<file path="src/rtl/ps2_rx_fifo.sv">
// ps2_rx_fifo: PS/2 device-to-host receiver with glitch-filtered clock, frame checks
// and a first-word-fall-through byte FIFO with valid/ready handshake.
module ps2_rx_fifo #(
   parameter int FILTER_LEN     = 8,
   parameter int TIMEOUT_CYCLES = 10000,
   parameter int DEPTH          = 4
) (
   input  logic                   clk,
   input  logic                   rst,
   input  logic                   ps2_clk,
   input  logic                   ps2_data,
   output logic [7:0]             rx_data,
   output logic                   rx_valid,
   input  logic                   rx_ready,
   output logic [$clog2(DEPTH):0] fill_level,
   output logic                   parity_err,
   output logic                   frame_err,
   output logic                   overflow
);
   localparam int AW = $clog2(DEPTH);
   localparam int FW = $clog2(FILTER_LEN);
   localparam int TW = $clog2(TIMEOUT_CYCLES + 1);
   localparam logic [FW-1:0] FMAX = FW'(FILTER_LEN - 1);
   localparam logic [TW-1:0] TMAX = TW'(TIMEOUT_CYCLES - 1);
   localparam logic [1:0] IDLE = 2'd0, DATA = 2'd1, PARITY = 2'd2, STOP = 2'd3;

   logic [1:0]    csync_q, csync_d, dsync_q, dsync_d;
   logic [FW-1:0] fcnt_q, fcnt_d;
   logic          fclk_q, fclk_d, fold_q, fold_d, fall_q, fall_d;
   logic [1:0]    state_q, state_d;
   logic [2:0]    bcnt_q, bcnt_d;
   logic [7:0]    sr_q, sr_d;
   logic          par_q, par_d;
   logic [TW-1:0] tmo_q, tmo_d;
   logic          perr_q, perr_d, ferr_q, ferr_d, ovf_q, ovf_d;
   logic [7:0]    mem_q [DEPTH];
   logic [7:0]    mem_d [DEPTH];
   logic [AW-1:0] wr_q, wr_d, rd_q, rd_d;
   logic [AW:0]   cnt_q, cnt_d;
   logic          bit_in, push, pop, full, wr_en;

   // Filter counter only advances while the synchronised level disagrees with fclk.
   always_comb begin
      csync_d = {csync_q[0], ps2_clk};
      dsync_d = {dsync_q[0], ps2_data};
      fcnt_d  = (csync_q[1] == fclk_q || fcnt_q == FMAX) ? '0 : fcnt_q + 1'b1;
      fclk_d  = (csync_q[1] != fclk_q && fcnt_q == FMAX) ? csync_q[1] : fclk_q;
      fold_d  = fclk_q;
      fall_d  = fold_q & ~fclk_q;
      bit_in  = dsync_q[1];
   end

   // Idle counter holds cycles since the last fall; 0 means IDLE.
   always_comb begin
      state_d = state_q;
      bcnt_d  = bcnt_q;
      sr_d    = sr_q;
      par_d   = par_q;
      tmo_d   = '0;
      perr_d  = 1'b0;
      ferr_d  = 1'b0;
      push    = 1'b0;
      if (state_q == IDLE) begin
         state_d = (fall_q && !bit_in) ? DATA : IDLE;
         bcnt_d  = '0;
         tmo_d   = (fall_q && !bit_in) ? TW'(1) : '0;
         ferr_d  = fall_q && bit_in;
      end else if (fall_q) begin
         tmo_d = TW'(1);
         if (state_q == DATA) begin
            sr_d    = {bit_in, sr_q[7:1]};
            bcnt_d  = bcnt_q + 3'd1;
            state_d = (bcnt_q == 3'd7) ? PARITY : DATA;
         end else if (state_q == PARITY) begin
            par_d   = bit_in;
            state_d = STOP;
         end else begin
            state_d = IDLE;
            tmo_d   = '0;
            ferr_d  = !bit_in;
            perr_d  = bit_in && !(^{sr_q, par_q});
            push    = bit_in && (^{sr_q, par_q});
         end
      end else if (tmo_q == TMAX) begin
         state_d = IDLE;
         ferr_d  = 1'b1;
      end else begin
         tmo_d = tmo_q + 1'b1;
      end
   end

   // A simultaneous pop frees the full slot, so the push still lands.
   always_comb begin
      pop   = rx_valid && rx_ready;
      full  = cnt_q == (AW+1)'(DEPTH);
      wr_en = push && (!full || pop);
      ovf_d = push && full && !pop;
      mem_d = mem_q;
      if (wr_en) mem_d[wr_q] = sr_q;
      wr_d  = wr_q + AW'(wr_en);
      rd_d  = rd_q + AW'(pop);
      cnt_d = cnt_q + (AW+1)'(wr_en) - (AW+1)'(pop);
   end

   always_ff @(posedge clk or posedge rst) begin
      if (rst) begin
         csync_q <= 2'b11;
         dsync_q <= 2'b11;
         fcnt_q  <= '0;
         fclk_q  <= 1'b1;
         fold_q  <= 1'b1;
         fall_q  <= 1'b0;
         state_q <= IDLE;
         bcnt_q  <= '0;
         sr_q    <= '0;
         par_q   <= 1'b0;
         tmo_q   <= '0;
         perr_q  <= 1'b0;
         ferr_q  <= 1'b0;
         ovf_q   <= 1'b0;
         wr_q    <= '0;
         rd_q    <= '0;
         cnt_q   <= '0;
      end else begin
         csync_q <= csync_d;
         dsync_q <= dsync_d;
         fcnt_q  <= fcnt_d;
         fclk_q  <= fclk_d;
         fold_q  <= fold_d;
         fall_q  <= fall_d;
         state_q <= state_d;
         bcnt_q  <= bcnt_d;
         sr_q    <= sr_d;
         par_q   <= par_d;
         tmo_q   <= tmo_d;
         perr_q  <= perr_d;
         ferr_q  <= ferr_d;
         ovf_q   <= ovf_d;
         wr_q    <= wr_d;
         rd_q    <= rd_d;
         cnt_q   <= cnt_d;
      end
   end

   always_ff @(posedge clk) mem_q <= mem_d;

   assign rx_valid   = cnt_q != '0;
   assign rx_data    = rx_valid ? mem_q[rd_q] : 8'h00;
   assign fill_level = cnt_q;
   assign parity_err = perr_q;
   assign frame_err  = ferr_q;
   assign overflow   = ovf_q;
endmodule

</file>
<file path="config.mk">
export PLATFORM = sky130hd
export DESIGN_NAME = ps2_rx_fifo
export DESIGN_NICKNAME = d
export VERILOG_FILES = /design/src/rtl/ps2_rx_fifo.sv
export SDC_FILE = /design/constraint.sdc
export NUM_CORES = 1
export LEC_CHECK = 0
export CAP_MARGIN = 40
export CORE_UTILIZATION = 45
export DETAILED_ROUTE_END_ITERATION = 12
export SLEW_MARGIN = 10
export SYNTH_ARGS = -nofsm -noshare
export SYNTH_HDL_FRONTEND = slang
export SYNTH_SLANG_ARGS = --single-unit
</file>
<file path="constraint.sdc">
create_clock -name clk -period 3 [get_ports clk]
set_input_delay 0.6 -clock clk [delete_from_list [all_inputs] [get_ports clk]]
set_output_delay 0.6 -clock clk [all_outputs]
set_load 0.05 [all_outputs]
</file>
==> summary.txt, run 1 <==
Outcome
  • Outcome: complete, no violations

Timing
  • Slew Viols, Final: 0
  • RSZ-0062 raised after global routing: false
  • FMAX: 354.0 MHz
  • Worst Max-Slew Pin Slew: 0.6311 ns
  • Fin. Hold Viols: 0
  • Worst Clk Skew: 0.01243 ns
  • Final setup margin: 0.1749 ns
  • Endpoints failing setup: 0
  • Rel. slew slack: 57.86%
  • Crit share post-route: 94.17%
  • Post-route minimum period: 2.825 ns

Power
  • PD cells: 689.4 nW/um^2
  • Peak VDD IR: 0.2981 mV
  • Part of the power in registers: 46.6%
  • Switching Power: 838.6 uW
  • Sw Ratio: 29.93%
  • Internal power: 1963 uW
  • Clock Power Share: 30.0%
  • Leak: 0.001684 uW
  • Combinational share of power: 23.5%

Placed design
  • Placer Congestion: 0.7936
  • Post-place setup slack: -0.05204 ns
  • Detailed Place HPWL: 3653 um
  • Port buffer count: 19

Yosys
  • Synth top area share: 30.13%
  • Ys async rst share: 60.00%
  • Syn Nets: 263
  • Primary FF master, synth: dfrtp_1
  • Top post-synthesis cells by area: dfrtp_1 (30%), edfxtp_1 (28%), mux4_2 (5.2%)
  • Yosys Warn Count: 0
  • Post-Synthesis Cells: 245
  • Register area share after synthesis: 62.20%
  • Synth Area per Inst: 14.24 um^2
  • Library cells used by synthesis: 41
  • EDFF count, synth: 32
  • Synthesized flop and latch total: 80
  • Most area-hungry cell type in the Yosys netlist: dfrtp_1
  • Synth Cell Area: 3488 um^2

Worst hold path
  • Hold path startpoint: csync_q[0]$_DFF_PP1_
  • WHS Path Cells: 0
  • Worst min-delay path class: register to register
  • Hold endpoint: csync_q[1]$_DFF_PP1_

Cells and area
  • NumNets Final: 295
  • Share of cells above drive strength 1: 19.50%
  • Most frequent cells in the layout: dfrtp_1 (42), edfxtp_1 (32), clkdlybuf4s50_1 (19), nor2_1 (18)
  • Fill cells: 601
  • Synthesis-to-finish area growth: 16.50%
  • # diodes: 0
  • Multi-input logic area: 1255 um^2
  • Register area: 2170 um^2
  • Most common cell after layout, fill and taps aside: dfrtp_1
  • Post-layout util: 55.14%

Flow run
  • Max Cap Violations: 0

Route
  • Drt pass-1 iters: 4
  • Post-route ant nets: 0
  • Vias post-DR: 1,899
  • DRC Markers: 0
  • DR vias/cell: 4.984
  • Routed wire per std cell: 14.21 um
  • 1st-iter DRT viols: 93
  • Detailed Route WL: 5415 um

CTS
  • Clk_lat worst skew: 0.35 ns
  • CTS Hold Bufs: 0
  • Clock sink count: 80
  • Worst-path clk slew: 0.08 ns
  • Post-CTS Setup Bufs: 0
  • CTS Buffer Depth: 2
  • Post_cts resized: 0
  • Root Buffer: clkbuf_8
  • CTS buffer count: 9
  • CTS tree: yes
  • Htree depth: 3

Critical path
  • Critical Path Source Type: register
  • WS Path Type: register to primary output
  • Worst setup EP type: primary output
  • Worst R2R Start: state_q[0]$_DFFE_PP0P_
  • Worst EP required: 2.40 ns
  • FF-to-FF End: fill_level[2]$_DFF_PP0_
  • CP arrival: 2.23 ns
  • Reg2reg path depth: 12
  • Max FO, Critical Path: 9
  • R2R Setup Slk: 0.27 ns

Die
  • FP Rows: 31
  • # IOs: 20
  • Die width: 90.05 um
  • Core ar.: 7370 um^2
  • Die ar.: 8108 um^2
  • Die H: 90.05 um
  • Initial core utilization: 47.33%

GRT
  • Grt total ovfl: 0
  • Initial antenna violation count: 0
  • Largest net degree at the start of global routing: 30
  • All-Layer GR Usage: 14.73%
  • Vias in the first global route: 1,856
  • First-pass GRT wire length: 9170 um
[metal layers]
metal  vias up  wire length, um  track usage [%]
met5         -                0                0
met3        11              128            2.876
met4         0              108            7.258
met1       928             2575            19.00
met2        23             2603            23.85
li1        937                -                -
[layout make-up]
class                      count  share of cell area (%)
sequential                    80                   53.39
inverter                      10                  0.9236
tap                           99                   3.048
timing repair buffer          29                   6.527
multi-input combinational    147                   30.88
clock inverter                 6                   2.094
clock buffer                  10                   3.140
[critical path, stage by stage (launching register included)]
cell and delay [ns]:
dfrtp_1 0.33, buf_4 0.21, mux4_2 0.51, nor2b_1 0.14, clkdlybuf4s50_1 0.70
[worst max-delay path by stage]
stage                                       from                      end  slack (ns)  cells after the start
after global placement                  rx_ready  fill_level[2]$_DFF_PP0_      -0.001                     11
after CTS                      rd_q[0]$_DFF_PP0_               rx_data[7]        0.13                      4
final                          rd_q[0]$_DFF_PP0_               rx_data[7]        0.17                      4
after detailed placement                rx_ready  fill_level[2]$_DFF_PP0_       -0.05                     11
after global routing      state_q[0]$_DFFE_PP0P_  fill_level[2]$_DFF_PP0_        0.07                     12
after floorplan           state_q[1]$_DFFE_PP0P_  fill_level[2]$_DFF_PP0_        0.24                     13
[sequential cells by signal, summed over array words and instances, names as in the netlist]
signal	cells
rd_q	2
csync_q	2
fcnt_q	3
par_q	1
parity_err	1
tmo_q	14
mem_q	32
fclk_q	1
bcnt_q	3
state_q	2
overflow	1
sr_q	8
frame_err	1
wr_q	2
dsync_q	2
fill_level	3
fold_q	1
fall_q	1
[metrics by stage]
step | TNS, ns | cell area, um^2 | hold WS [ns] | instances | total power [uW]
global route | 0 | 4064 | 0.3672 | 381 | 2947
global placement | -0.001033 | 3842 | 0.3457 | 365 | 1990
finish | 0 | 4064 | 0.3583 | 381 | 2802
detailed placement | -0.05204 | 3842 | 0.3469 | 365 | 1994
floorplan | 0 | 3488 | 0.3452 | 245 | 1784
CTS | 0 | 4055 | 0.3581 | 381 | 2838
[cells in the mapped netlist, drive strengths merged (4+ instances only)]
cell type and n:
nand4 4, nand2 9, nand3 8, buf 4, xnor2 11, clkbuf 4, o21ai 7, edfxtp 32
ha 12, inv 10, nor2 18, xor2 10, mux2 8, and2 4, dfstp 6, dfrtp 42
mux4 8, and3 5, nor2b 12
[kinds of logic after synthesis]
family | Yosys count | share of synthesized area, %
flops | 80 | 62.20
simple gates | 79 | 13.27
xor+xnor | 23 | 6.635
buf+inv | 18 | 2.080
mux | 18 | 8.680
compound gates | 14 | 2.260
fa+ha+maj | 13 | 4.878
[power groups by stage]
stage / logic (uW) / clock network [uW] / registers, uW
2_1_floorplan: 409 / 0 / 1380
3_3_place_gp: 661 / 0 / 1330
3_5_place_dp: 664 / 0 / 1330
4_1_cts: 666 / 865 / 1310
5_1_grt: 723 / 904 / 1320
6_report: 658 / 839 / 1300
Note: power is estimated with default switching activity, not from simulation.
==> run 2, diff against run 1 <==
--- a/config.mk
+++ b/config.mk
@@ -6,6 +6,7 @@
 export NUM_CORES = 1
 export LEC_CHECK = 0
 export CAP_MARGIN = 40
+export CORE_ASPECT_RATIO = 1.25
 export CORE_UTILIZATION = 45
 export DETAILED_ROUTE_END_ITERATION = 12
 export SLEW_MARGIN = 10
==> run 2 against run 1 <==
Worst setup slack improved by 0.031 ns. Utilization fell by 0.61 points. Sequential power barely moved. Critical path depth fell by 1. First-iteration DRC count fell by 24%. Combinational power fell by 3.2%. Routed wire length rose by 5.3%. Die area barely moved.
==> summary.txt, run 2 (synthesis gave the netlist of run 1 again) <==
Outcome
  • Outcome: complete, no violations (unchanged)

Placed design
  • Area after DPL: 3826 um^2 (was 3842 um^2)
  • Placer Congestion: 0.7702 (was 0.7936)
  • Detailed Place HPWL: 3886 um (was 3653 um)
  • Post-place setup slack: -0.05328 ns (was -0.05204 ns)
  • # placed instances: 358 (was 365)
  • Port buffer count: 19 (unchanged)

Route
  • Met2 WL: 2943 um (was 2603 um)
  • Routed wire per std cell: 15.24 um (was 14.21 um)
  • Met1 wire length: 2558 um (was 2575 um)
  • Highest metal used: met4 (unchanged)
  • Post-route ant nets: 0 (unchanged)
  • Drt pass-1 iters: 4 (unchanged)
  • Vias post-DR: 1,896 (was 1,899)
  • Detailed Route WL: 5700 um (was 5415 um)
  • DR vias/cell: 5.070 (was 4.984)
  • 1st-iter DRT viols: 71 (was 93)
  • DRC Markers: 0 (unchanged)
  • Routed wl met3: 91 um (was 128 um)

Worst hold path
  • Worst min-delay path class: register to register (unchanged)

Cells and area
  • Fill cells: 641 (was 601)
  • Most frequent cells in the layout: dfrtp_1 (41), edfxtp_1 (32), nor2_1 (18), clkdlybuf4s50_1 (16), buf_4 (13) (was dfrtp_1 (42), edfxtp_1 (32), clkdlybuf4s50_1 (19), nor2_1 (18))
  • Post-layout util: 54.54% (was 55.14%)
  • Non-Filler Instances: 374 (was 381)
  • Top Registers: mem_q (32), tmo_q (14), sr_q (8) (unchanged)
  • Most common cell after layout, fill and taps aside: dfrtp_1 (unchanged)
  • Cell area after layout: 4060 um^2 (was 4064 um^2)
  • Number of flip-flops in the largest register: 32 (unchanged)
  • Register area: 2171 um^2 (was 2170 um^2)
  • Synthesis-to-finish area growth: 16.39% (was 16.50%)
  • Share of cells above drive strength 1: 21.28% (was 19.50%)
  • Largest reg by FF count: mem_q (unchanged)
  • # diodes: 0 (unchanged)
  • Multi-input logic area: 1255 um^2 (unchanged)
  • NumNets Final: 295 (unchanged)

CTS
  • Clock sink count: 80 (unchanged)
  • Htree depth: 3 (unchanged)
  • Worst-path clk slew: 0.08 ns (about the same)
  • Post_cts resized: 0 (unchanged)
  • CTS Hold Bufs: 0 (unchanged)
  • Root Buffer: clkbuf_8 (unchanged)
  • Post-CTS Setup Bufs: 0 (unchanged)
  • CTS buffer count: 9 (unchanged)
  • CTS tree: yes (unchanged)
  • CTS Buffer Depth: 2 (unchanged)
  • Clk_lat worst skew: 0.35 ns (about the same)

Die
  • FP Rows: 35 (was 31)
  • # IOs: 20 (unchanged)
  • Die width: 80.75 um (was 90.05 um)
  • Die H: 100.4 um (was 90.05 um)
  • Initial core utilization: 46.86% (was 47.33%)
  • Die ar.: 8110 um^2 (was 8108 um^2)
  • Core ar.: 7445 um^2 (was 7370 um^2)

Flow run
  • Max Cap Violations: 0 (unchanged)

Timing
  • Worst Clk Skew: 0.01091 ns (was 0.01243 ns)
  • Endpoints failing setup: 0 (unchanged)
  • FMAX: 357.9 MHz (was 354.0 MHz)
  • Fin. Hold Viols: 0 (unchanged)
  • Crit share post-route: 93.13% (was 94.17%)
  • Rel. slew slack: 65.10% (was 57.86%)
  • Final setup margin: 0.2062 ns (was 0.1749 ns)
  • Worst Max-Slew Pin Slew: 0.5222 ns (was 0.6311 ns)
  • Slew Viols, Final: 0 (unchanged)
  • Post-route minimum period: 2.794 ns (was 2.825 ns)
  • RSZ-0062 raised after global routing: false (unchanged)

Critical path
  • Worst EP required: 2.40 ns (about the same)
  • Critical Path Source Type: register (unchanged)
  • Max stage delay on crit path: 0.69 ns (was 0.70 ns)
  • WS Path Type: register to primary output (unchanged)
  • Worst setup EP type: primary output (unchanged)
  • Crit-path slowest cell: clkdlybuf4s50_1 (unchanged)
  • CP arrival: 2.19 ns (was 2.23 ns)
  • Buf/Inv on CP: 1 (was 2)
  • Cells along the critical path: mux4_2, nor2b_1, clkdlybuf4s50_1 (was buf_4, mux4_2, nor2b_1, clkdlybuf4s50_1)
  • Max FO, Critical Path: 7 (was 9)
  • Top delay family on crit path: buffers and inverters (unchanged)

Power
  • Sw Ratio: 30.70% (was 29.93%)
  • Peak VDD IR: 0.3955 mV (was 0.2981 mV)
  • Clock Power Share: 30.9% (was 30.0%)
  • Internal power: 1975 uW (was 1963 uW)
  • Switching Power: 874.8 uW (was 838.6 uW)
  • Part of the power in registers: 46.8% (was 46.6%)
  • Combinational share of power: 22.4% (was 23.5%)
  • Leak: 0.001702 uW (was 0.001684 uW)
  • PD cells: 701.9 nW/um^2 (was 689.4 nW/um^2)

GRT
  • Initial antenna violation count: 0 (unchanged)
  • All-Layer GR Usage: 16.05% (was 14.73%)
  • Vias in the first global route: 1,978 (was 1,856)
  • First-pass GRT wire length: 9528 um (was 9170 um)
  • Largest net degree at the start of global routing: 20 (was 30)
  • Grt total ovfl: 0 (unchanged)
run 2: worst paths after layout:
kind	start	slack [ns]	depth (start not counted)	end
max	rd_q[0]$_DFF_PP0_	0.21	3	rx_data[1]
min	dsync_q[0]$_DFF_PP1_	0.36	0	dsync_q[1]$_DFF_PP1_
max reg2reg	state_q[0]$_DFFE_PP0P_	0.24	12	fill_level[2]$_DFF_PP0_
min reg2reg	dsync_q[0]$_DFF_PP1_	0.36	0	dsync_q[1]$_DFF_PP1_
max in group asynchronous	rst	1.86	3	dsync_q[1]$_DFF_PP1_
min in group asynchronous	rst	0.53	2	fcnt_q[1]$_DFF_PP0_
run 2: worst register-to-register path: stages (launching register included):
cell and delay (ns):
dfrtp_1 0.35, inv_1 0.08, ha_1 0.27, nor4b_4 0.38
nand4_1 0.19, mux2i_4 0.17, inv_1 0.06, ha_1 0.26
inv_1 0.04, ha_1 0.18, fa_1 0.38, xor2_1 0.16
xnor2_1 0.13
run 2: final cells by class:
type                            count  area share [%]
Sequential cell                    80           53.47
Clock inverter                      7           2.465
Inverter                           10          0.9245
Clock buffer                        9           3.051
Timing Repair Buffer               29           6.348
Tap cell                           92           2.835
Multi-Input combinational cell    147           30.91
run 2: per-layer routing:
metal	global-route usage [%]	vias up
met4	8.654	0
li1	-	940
met5	0	-
met3	2.455	8
met1	19.41	931
met2	27.31	17
run 2: power by group through the flow:
stage	Clock (uW)	Combinational, uW	Sequential (uW)
2_1_floorplan	0	409	1380
3_3_place_gp	0	632	1360
3_5_place_dp	0	640	1360
4_1_cts	907	640	1340
5_1_grt	946	700	1350
6_report	880	637	1330
run 2: stage by stage:
step	total power [uW]	hold slack, ns	TNS, ns
6_report	2850	0.3596	0
2_1_floorplan	1784	0.3452	0
3_3_place_gp	1990	0.3469	0
4_1_cts	2883	0.3609	0
5_1_grt	2994	0.3652	0
3_5_place_dp	1996	0.3481	-0.05328
==> run 3, diff against run 2 <==
--- a/config.mk
+++ b/config.mk
@@ -8,6 +8,7 @@
 export CAP_MARGIN = 40
 export CORE_ASPECT_RATIO = 1.25
 export CORE_UTILIZATION = 45
+export CTS_BUF_LIST = sky130_fd_sc_hd__clkbuf_8
 export DETAILED_ROUTE_END_ITERATION = 12
 export SLEW_MARGIN = 10
 export SYNTH_ARGS = -nofsm -noshare
==> results of run 3 <==
Same layout as run 2: the final DEF is identical, and so are final timing and power.
